**src/rtl/gps_cfg_pkg.sv**
```systemverilog
// Shared constants and types for the GPS generator SPI configuration block.
package gps_cfg_pkg;

   localparam logic [2:0] ADDR_CTRL     = 3'd0;
   localparam logic [2:0] ADDR_SAT      = 3'd1;
   localparam logic [2:0] ADDR_CA_PHASE = 3'd2;
   localparam logic [2:0] ADDR_DOPPLER  = 3'd3;
   localparam logic [2:0] ADDR_SNR      = 3'd4;
   localparam logic [2:0] ADDR_ID       = 3'd5;
   localparam logic [2:0] ADDR_STATUS   = 3'd6;
   localparam logic [2:0] ADDR_COMMIT   = 3'd7;

   localparam int FRAME_LEN = 24;
   localparam int HDR_LEN   = 8;

   localparam int CTRL_ENA        = 0;
   localparam int CTRL_USE_PRESET = 1;
   localparam int CTRL_PRESET_LO  = 2;
   localparam int CTRL_PRESET_HI  = 3;
   localparam int CTRL_USE_MSG    = 4;
   localparam int CTRL_NOISE_OFF  = 5;
   localparam int CTRL_SIGNAL_OFF = 6;

   localparam int CA_MAX_DEF = 16367;

   typedef struct packed {
      logic [6:0]  ctrl;
      logic [4:0]  n_sat;
      logic [15:0] ca_phase;
      logic [7:0]  doppler;
      logic [7:0]  snr;
   } cfg_t;

   localparam cfg_t CFG_RESET = '0;

   typedef enum logic [1:0] {
      ST_IDLE  = 2'd0,
      ST_SHIFT = 2'd1,
      ST_DONE  = 2'd2
   } frame_st_t;

endpackage

```
**src/rtl/spi_sync_edge.sv**
```systemverilog
// Multi-flop synchronizer for one SPI pin with rise/fall detection in the clk_in domain.
module spi_sync_edge #(
   parameter int SYNC_STAGES = 2
) (
   input  logic clk_in,
   input  logic rst_in_n,
   input  logic d,
   output logic q,
   output logic rise,
   output logic fall
);

   logic [SYNC_STAGES-1:0] sync_r;
   logic                   prev_r;

   // Synchronizer chain plus one history flop for edge detection
   always_ff @(posedge clk_in or negedge rst_in_n) begin
      if (!rst_in_n) begin
         sync_r <= '0;
         prev_r <= 1'b0;
      end else begin
         sync_r[0] <= d;
         for (int i = 1; i < SYNC_STAGES; i++) begin
            sync_r[i] <= sync_r[i-1];
         end
         prev_r <= sync_r[SYNC_STAGES-1];
      end
   end

   assign q    = sync_r[SYNC_STAGES-1];
   assign rise = q & ~prev_r;
   assign fall = ~q & prev_r;

endmodule

```
**src/rtl/gps_cfg_spi.sv**
```systemverilog
// SPI-slave configuration front end for gps_gen_core: shadow registers,
// atomic COMMIT into the active set, and MISO read-back of active values.
//
// Frame state table:
//   state    | meaning
//   ST_IDLE  | no frame open (cs_n high or never seen falling)
//   ST_SHIFT | frame open, capturing bits on sclk rising edges
//   ST_DONE  | 24 bits captured, further sclk edges ignored for capture
module gps_cfg_spi
   import gps_cfg_pkg::*;
#(
   parameter int          SYNC_STAGES = 2,
   parameter int          CA_MAX      = CA_MAX_DEF,
   parameter logic [15:0] ID_VALUE    = 16'hC0DE
) (
   input  logic        clk_in,
   input  logic        rst_in_n,
   input  logic        sclk_in,
   input  logic        cs_n_in,
   input  logic        mosi_in,
   output logic        miso_out,
   output logic        ena_out,
   output logic [4:0]  n_sat_out,
   output logic        use_preset_out,
   output logic [1:0]  preset_sel_out,
   output logic        use_msg_preset_out,
   output logic        noise_off_out,
   output logic        signal_off_out,
   output logic [15:0] ca_phase_out,
   output logic [7:0]  doppler_out,
   output logic [7:0]  snr_out,
   output logic        cfg_update_out,
   output logic        err_out
);

   localparam logic [15:0] CA_MAX_W = 16'(CA_MAX);

   logic sclk_q, sclk_rise, sclk_fall;
   logic cs_q, cs_rise, cs_fall;
   logic mosi_q, mosi_rise, mosi_fall;

   spi_sync_edge #(.SYNC_STAGES(SYNC_STAGES)) u_sync_sclk (
      .clk_in(clk_in), .rst_in_n(rst_in_n), .d(sclk_in),
      .q(sclk_q), .rise(sclk_rise), .fall(sclk_fall));

   spi_sync_edge #(.SYNC_STAGES(SYNC_STAGES)) u_sync_cs (
      .clk_in(clk_in), .rst_in_n(rst_in_n), .d(cs_n_in),
      .q(cs_q), .rise(cs_rise), .fall(cs_fall));

   spi_sync_edge #(.SYNC_STAGES(SYNC_STAGES)) u_sync_mosi (
      .clk_in(clk_in), .rst_in_n(rst_in_n), .d(mosi_in),
      .q(mosi_q), .rise(mosi_rise), .fall(mosi_fall));

   frame_st_t   state;
   logic [4:0]  bit_cnt;
   logic [23:0] shift_in;
   logic [23:0] shift_nxt;
   logic [15:0] shift_out;
   logic [15:0] rd_value;
   logic        rd_act;
   logic        miso_r;
   logic        frame_done;
   logic        rd_stat_clr;

   cfg_t        shadow;
   cfg_t        active;
   logic        pending;
   logic        err_r;
   logic        cfg_update_r;

   logic        unused_ok;
   assign unused_ok = &{1'b0, sclk_q, cs_q, mosi_rise, mosi_fall, shift_in[22:19]};

   assign shift_nxt = {shift_in[22:0], mosi_q};

   // Read-back value for the address carried in the header being completed
   always_comb begin
      rd_value = '0;
      case (shift_nxt[2:0])
         ADDR_CTRL:     rd_value = {9'd0, active.ctrl};
         ADDR_SAT:      rd_value = {11'd0, active.n_sat};
         ADDR_CA_PHASE: rd_value = active.ca_phase;
         ADDR_DOPPLER:  rd_value = {8'd0, active.doppler};
         ADDR_SNR:      rd_value = {8'd0, active.snr};
         ADDR_ID:       rd_value = ID_VALUE;
         ADDR_STATUS:   rd_value = {14'd0, pending, err_r};
         default:       rd_value = '0;
      endcase
   end

   // Frame tracking, bit capture and MISO shift-out
   always_ff @(posedge clk_in or negedge rst_in_n) begin
      if (!rst_in_n) begin
         state       <= ST_IDLE;
         bit_cnt     <= '0;
         shift_in    <= '0;
         shift_out   <= '0;
         rd_act      <= 1'b0;
         miso_r      <= 1'b0;
         frame_done  <= 1'b0;
         rd_stat_clr <= 1'b0;
      end else begin
         frame_done  <= 1'b0;
         rd_stat_clr <= 1'b0;
         if (cs_fall) begin
            state   <= ST_SHIFT;
            bit_cnt <= '0;
            rd_act  <= 1'b0;
            miso_r  <= 1'b0;
         end else if (cs_rise) begin
            state   <= ST_IDLE;
            bit_cnt <= '0;
            rd_act  <= 1'b0;
            miso_r  <= 1'b0;
         end else if (state != ST_IDLE) begin
            if (state == ST_SHIFT && sclk_rise) begin
               shift_in <= shift_nxt;
               bit_cnt  <= bit_cnt + 5'd1;
               // Header complete: latch the active value now so later commits cannot tear it
               if (bit_cnt == 5'(HDR_LEN - 1) && shift_nxt[7]) begin
                  shift_out   <= rd_value;
                  rd_act      <= 1'b1;
                  rd_stat_clr <= (shift_nxt[2:0] == ADDR_STATUS);
               end
               if (bit_cnt == 5'(FRAME_LEN - 1)) begin
                  state      <= ST_DONE;
                  frame_done <= 1'b1;
               end
            end
            if (sclk_fall) begin
               miso_r    <= rd_act & shift_out[15];
               shift_out <= {shift_out[14:0], 1'b0};
            end
         end
      end
   end

   // Shadow writes, commit into active set, pending/err status
   always_ff @(posedge clk_in or negedge rst_in_n) begin
      if (!rst_in_n) begin
         shadow       <= CFG_RESET;
         active       <= CFG_RESET;
         pending      <= 1'b0;
         err_r        <= 1'b0;
         cfg_update_r <= 1'b0;
      end else begin
         cfg_update_r <= 1'b0;
         if (rd_stat_clr) begin
            err_r <= 1'b0;
         end
         if (frame_done && !shift_in[23]) begin
            case (shift_in[18:16])
               ADDR_CTRL: begin
                  shadow.ctrl <= shift_in[6:0];
                  pending     <= 1'b1;
               end
               ADDR_SAT: begin
                  shadow.n_sat <= shift_in[4:0];
                  pending      <= 1'b1;
               end
               ADDR_CA_PHASE: begin
                  if (shift_in[15:0] > CA_MAX_W) begin
                     err_r <= 1'b1;
                  end else begin
                     shadow.ca_phase <= shift_in[15:0];
                     pending         <= 1'b1;
                  end
               end
               ADDR_DOPPLER: begin
                  shadow.doppler <= shift_in[7:0];
                  pending        <= 1'b1;
               end
               ADDR_SNR: begin
                  shadow.snr <= shift_in[7:0];
                  pending    <= 1'b1;
               end
               ADDR_COMMIT: begin
                  active       <= shadow;
                  cfg_update_r <= 1'b1;
                  pending      <= 1'b0;
               end
               default: ;
            endcase
         end
      end
   end

   assign miso_out           = miso_r;
   assign ena_out            = active.ctrl[CTRL_ENA];
   assign use_preset_out     = active.ctrl[CTRL_USE_PRESET];
   assign preset_sel_out     = active.ctrl[CTRL_PRESET_HI:CTRL_PRESET_LO];
   assign use_msg_preset_out = active.ctrl[CTRL_USE_MSG];
   assign noise_off_out      = active.ctrl[CTRL_NOISE_OFF];
   assign signal_off_out     = active.ctrl[CTRL_SIGNAL_OFF];
   assign n_sat_out          = active.n_sat;
   assign ca_phase_out       = active.ca_phase;
   assign doppler_out        = active.doppler;
   assign snr_out            = active.snr;
   assign cfg_update_out     = cfg_update_r;
   assign err_out            = err_r;

endmodule

```
**config.mk**
```make
export PLATFORM = sky130hd
export DESIGN_NAME = gps_cfg_spi
export DESIGN_NICKNAME = d
export VERILOG_FILES = /design/src/rtl/gps_cfg_pkg.sv /design/src/rtl/spi_sync_edge.sv /design/src/rtl/gps_cfg_spi.sv
export SDC_FILE = /design/constraint.sdc
export NUM_CORES = 1
export LEC_CHECK = 0
export ABC_AREA = 1
export CAP_MARGIN = 10
export CORE_AREA = 2 2 138 140
export CTS_CLUSTER_SIZE = 28
export DETAILED_ROUTE_END_ITERATION = 6
export DIE_AREA = 0 0 140 142
export SYNTH_ARGS = -nofsm -noshare
export SYNTH_HDL_FRONTEND = slang
export SYNTH_SLANG_ARGS = --single-unit
```
**constraint.sdc**
```tcl
create_clock -name clk_in -period 2.51 [get_ports clk_in]
set_clock_uncertainty 0.2 [all_clocks]
set_input_delay 0.3765 -clock clk_in [delete_from_list [all_inputs] [get_ports clk_in]]
set_output_delay 0.3765 -clock clk_in [all_outputs]
set_load 0.01 [all_outputs]
```
==> metrics.txt, run 1 <==
Final ANT Viol Nets 0; post-synth top area share 59.0%; CP startpoint kind flip-flop; Worst Path Required 2660 ps; residual DRC count 1; DR pass1 iterations 6; CP endpoint kind flip-flop; TritonCTS clock tree yes; syn nets 729; synth unique cells 30; GR Overflow Total 0; layout net count 782; clk root buf clkbuf_16; Area growth syn-to-layout 21.3%; DP HPWL 10500 um; mapped cell area 0.00636 mm2; WL per Instance 15.0 um; PostCTS Resize Cnt 0; Min-Delay Path Class reg -> reg; Lkg Pwr 3.75 nW; setup bufs post-CTS 0; count of state elements after synthesis 150; Final Power 5.59 mW; unrepaired setup endpoints after global routing false; Final Hold Viols 0; Util after Layout 41.8%; Worst VDD drop 497 uV; # clock sinks 150; Slew headroom 50.9%; final instance area 0.00771 mm2; Max clock buf depth 2; IO buf count 51; GPL Wtd Cong 0.862; largest net degree at the start of global routing 59; H-Tree Depth 4; Cell Area, Placed 0.00712 mm2; Initial Utilization 34.4%; yosys warns 0; post-synthesis sequential area ratio 59.0%; Die Height 142 um; count of final setup violators 0; final slew viol count 0; CTS clk-pin slew, worst paths 60 ps; Core ar. 0.0185 mm2; Non-Filler Instances 1021; Die X 140 um; status complete, but fails checks; site row count 50; drt total wl 15300 um; ANT cells 0; initial antenna violation count 0; GRT Total Usage 16.3%; period utilization 83.5%; largest area contributor in the netlist dfrtp_1; fmax 477 MHz; Cells after Synth 721; global-route wire length before repair 24800 um; Min Clock Period, post-route 2100 ps; worst-skew pair later-pin latency 420 ps; Max Fanout on Critical Path 12; TritonCTS buffer count 17; Worst Max-Slew Pin Slew 735 ps; power density cells 725 mW/mm2; number of global-route vias before repair 4518; Inst Count DP 988; initial DRC count 453; failing checks DRC; Critical Path AT 2250 ps; layout cells sized above 1 9.02%; mean post-synth cell area 8.82 um2; Vias 4800; ranking of synthesized cells by area dfrtp_1 59%, nand2_1 15%, o21ai_0 5.1%, inv_1 3.2%, nor2_1 3.1%; vias per cell 4.70; setup TNS 0 ps; critical setup path kind reg -> reg; die area 0.0199 mm2; IO Pins 52; Max Cap Viol 0
-- worst max-delay path: stages (launching register included) --
cell	delay, ps
dfrtp_1	610
inv_1	210
nor2_1	360
nand2_1	240
o21ai_0	130
nor2_1	60
nor2_1	90
nor2_1	50
nor2_1	80
-- what timing repair did --
| action | in CTS | in global routing |
|---|---|---|
| hold buffers | 1 | 0 |
| endpoints found under the setup margin | 0 | 0 |
| endpoints found under the hold margin | 43 | 0 |
-- through the flow --
| step | worst slack (ps) | hold WS [ps] |
|---|---|---|
| floorplan | 742 | -119 |
| global placement | 462 | 132 |
| detailed placement | 471 | 133 |
| CTS | 444 | 156 |
| global route | 192 | 172 |
| finish | 415 | 151 |
-- Yosys cell counts --
cell	count
a211oi_1	1
a21boi_0	4
a21oi_1	7
and3_1	2
buf_2	15
buf_4	1
buf_6	3
clkbuf_1	10
dfrtp_1	150
ha_1	3
inv_1	55
inv_2	4
mux2_2	11
nand2_1	254
nand2_2	1
nand2_4	1
nand3_1	37
nand3_2	1
nand3_4	1
nand4_1	15
nor2_1	53
nor2_2	2
nor2_4	1
nor3_1	5
nor4_1	1
nor4_4	1
o21ai_0	65
o21ai_1	10
o21ai_2	4
o22ai_1	3
-- cells by family (layout without fill, tap and decap cells) --
family | Yosys count | after routing | share of synthesized area, %
flops | 150 | 150 | 59.0
compound gates | 94 | 94 | 7.89
mux | 11 | 11 | 1.95
fa+ha+maj | 3 | 3 | 0.590
buf+inv | 88 | 154 | 5.90
simple gates | 375 | 375 | 24.6
-- cells in the final DEF (no fill, tap or decap), types with 3 or more instances in the layout --
cell	count
clkinvlp_4	5
mux2_2	11
o21ai_0	65
nand2_1	254
nor3_1	5
clkbuf_16	17
nand3_1	37
a21oi_1	7
buf_4	9
o22ai_1	3
clkinv_2	5
a21boi_0	4
dfrtp_1	150
o21ai_1	10
nand4_1	15
ha_1	3
inv_1	55
nor2_1	53
clkdlybuf4s50_1	50
inv_2	4
o21ai_2	4
-- worst paths after layout --
path                                                      start                              end  slack, ps  depth (start not counted)
worst max-delay path            u_sync_mosi.sync_r[1]$_DFF_PN0_         shift_out[7]$_DFFE_PN0P_        410                          8
worst min-delay path            u_sync_sclk.sync_r[0]$_DFF_PN0_  u_sync_sclk.sync_r[1]$_DFF_PN0_        150                          0
worst max register to register  u_sync_mosi.sync_r[1]$_DFF_PN0_         shift_out[7]$_DFFE_PN0P_        410                          8
worst min register to register  u_sync_sclk.sync_r[0]$_DFF_PN0_  u_sync_sclk.sync_r[1]$_DFF_PN0_        150                          0
max in group asynchronous                              rst_in_n           bit_cnt[0]$_DFFE_PN0P_       1210                          3
min in group asynchronous                              rst_in_n           shadow[40]$_DFFE_PN0P_        240                          2
-- state kept, by name, indices dropped and copies added, names as in the netlist, 2 cells and up --
name,cells
bit_cnt,5
ca_phase_out,16
doppler_out,8
n_sat_out,5
preset_sel_out,2
shadow,44
shift_in,24
shift_out,16
snr_out,8
state,2
u_sync_cs.sync_r,2
u_sync_mosi.sync_r,2
u_sync_sclk.sync_r,2
-- power breakdown --
part           switching (mW)  internal [mW]  total, mW
combinational           0.322          0.139      0.461
sequential             0.0994           2.51       2.61
clock                    1.01           1.51       2.51
total                    1.43           4.16       5.59
-- area by class of cell --
type                            count  area, um2
Fill cell                        1830      10700
Tap cell                          234        293
Sequential cell                   150       3750
Inverter                           59        221
Clock inverter                     13        131
Multi-Input combinational cell    483       2230
Clock buffer                       19        453
Timing Repair Buffer               63        629
-- metal layers --
layer  vias up  routed length [um]  track usage (%)  share of wire, %
met2        78                7330             25.8                48
met5         -                   0                0                 0
li1       2417                   -                -                 -
met4         0                 279             6.54               1.8
met1      2283                7290             22.3                48
met3        22                 423             2.79               2.8
No activity file was read; power rests on OpenSTA's default activity.
==> run 2: changes to the inputs <==
==> constraint.sdc (replaced) <==
create_clock -name clk_in -period 1.9 [get_ports clk_in]
set_clock_uncertainty 0.2 [all_clocks]
set_input_delay 0.285 -clock clk_in [delete_from_list [all_inputs] [get_ports clk_in]]
set_output_delay 0.285 -clock clk_in [all_outputs]
set_load 0.01 [all_outputs]
==> run 2 against run 1 <==
Effect of this change: the run still ends with DRC left; sequential share of layout area shrank 2.4 points; register-to-register slack lost 310 ps; critical endpoint is now doppler_out[5]; core utilization grew 2.2 points; largest cell class unchanged; die area is the same; wire length grew 2.6%; final cell count grew 3.0%; final area grew 5.2%; non-clock buffer count grew 29; flip-flop and latch count is the same.
==> metrics.txt, run 2 (synthesis results as in run 1) <==
DR pass1 iterations 7; Critical Path AT 1390 ps; R2R cell count 7; IO buf count 51; initial antenna violation count 0; Top reg by flops shadow; worst hold endpoint u_sync_cs.sync_r[0]$_DFF_PN0_; # clock sinks 150; final slew viol count 0; Worst Path Required 1410 ps; Cell Area, Placed 0.00724 mm2; Worst Hold Launch cs_n_in; Max clock buf depth 2; TritonCTS buffer count 17; met2 Use GR 26.4%; failing checks DRC; final instance area 0.00811 mm2; Max Fanout on Critical Path 2; Die X 140 um; TritonCTS clock tree yes; WL per Instance 14.9 um; critical path's slowest cell clkdlybuf4s50_1; drt total wl 15700 um; global-route wire length before repair 25400 um; cells along the critical path clkdlybuf4s50_1; clk root buf clkbuf_16; Top Registers shadow (44), shift_in (24); Min-Delay Path Class in -> reg; CTS clk-pin slew, worst paths 60 ps; Final ANT Viol Nets 0; Worst VDD drop 584 uV; Max Cap Viol 0; Initial Utilization 34.4%; status complete, but fails checks; number of flip-flops in the largest register 44; commonest non-fill, non-tap cells in the layout 253 x nand2_1, 146 x dfrtp_1, 65 x o21ai_0, 55 x inv_1, 53 x nor2_1; Final Hold Viols 0; initial DRC count 413; GR Overflow Total 0; worst-skew pair later-pin latency 430 ps; number of global-route vias before repair 4706; largest net degree at the start of global routing 55; DP HPWL 10900 um; count of final setup violators 0; site row count 50; layout cells sized above 1 13.0%; GPL Wtd Cong 0.827; H-Tree Depth 4; fmax 535 MHz; met3 track demand over resource 3.33%; unrepaired setup endpoints after global routing true; Top Family by Delay on Critical Path buffers and inverters; Slew headroom 63.5%; R2R Path Start u_sync_cs.sync_r[1]$_DFF_PN0_; WHS 98.7 ps; residual DRC count 1; Core ar. 0.0185 mm2; CP endpoint kind output pin; met1 Resource Use GR 22.0%; Buf/Inv on CP 1; Hold Crit Depth 1; Min Clock Period, post-route 1870 ps; period utilization 98.5%; ANT cells 0; GRT Total Usage 16.6%; Area growth syn-to-layout 27.6%; largest stage delay on the critical path 560 ps; layout net count 813; commonest non-fill, non-tap cell in the layout nand2_1; setup slack, reg-to-reg 100 ps; RR Endpoint shift_out[1]$_DFFE_PN0P_; CP startpoint kind flip-flop; vias per cell 4.73; Lkg Pwr 4.23 nW; grt peak-use layer met2; Util after Layout 44.0%; critical setup path kind reg -> out; IO Pins 52; Die Height 142 um; Worst Max-Slew Pin Slew 548 ps; power density cells 981 mW/mm2; Vias 4975; die area 0.0199 mm2
==> run 2: worst max-delay path by stage <==
stage / from / endpoint / cells after the start
6_report: doppler_out[5]$_DFFE_PN0P_ / doppler_out[5] / 1
5_1_grt: u_sync_cs.sync_r[1]$_DFF_PN0_ / shift_out[1]$_DFFE_PN0P_ / 8
4_1_cts: ena_out$_DFFE_PN0P_ / ena_out / 1
3_5_place_dp: u_sync_cs.sync_r[1]$_DFF_PN0_ / shift_out[5]$_DFFE_PN0P_ / 8
3_3_place_gp: u_sync_cs.sync_r[1]$_DFF_PN0_ / shift_out[5]$_DFFE_PN0P_ / 8
2_1_floorplan: u_sync_cs.sync_r[1]$_DFF_PN0_ / shift_out[6]$_DFFE_PN0P_ / 8
==> run 2: layout make-up <==
cell class,instances,area (um2)
clock buffer,20,447
clock inverter,12,225
fill,1764,10300
inverter,59,229
multi-input combinational,485,2280
sequential,150,3760
tap,234,293
timing repair buffer,92,885
==> run 2: metrics by stage <==
step / std cells / setup TNS (ps) / setup slack, ps / total power, mW
2_1_floorplan: 721 / 0 / 132 / 3.88
3_3_place_gp: 1005 / 0 / 79.3 / 4.16
3_5_place_dp: 1005 / 0 / 19.6 / 4.17
4_1_cts: 1048 / 0 / 1.14 / 7.99
5_1_grt: 1052 / -75.2 / -30.7 / 8.24
6_report: 1052 / 0 / 29.4 / 7.96
==> run 2: where the power goes <==
group	switching [mW]	total (mW)	internal, mW
clock network	1.32	3.82	2.50
registers	0.105	3.43	3.32
logic	0.477	0.706	0.229
total	1.91	7.96	6.05
==> run 2: repair_timing <==
| item | 4_1_cts | 5_1_grt |
|---|---|---|
| hold buffers | 1 | 0 |
| pin swaps | 0 | 3 |
| setup endpoints to repair | 14 | 53 |
| hold endpoints to repair | 49 | 0 |
| buffers inserted | 10 | 2 |
| gates cloned | 0 | 2 |
| resized for setup | 4 | 25 |
==> run 2: layer usage <==
layer | vias up | part of all wire, %
met3 | 28 | 3.0
met2 | 88 | 47
met1 | 2378 | 47
met5 | - | 0
met4 | 0 | 2.7
li1 | 2481 | -
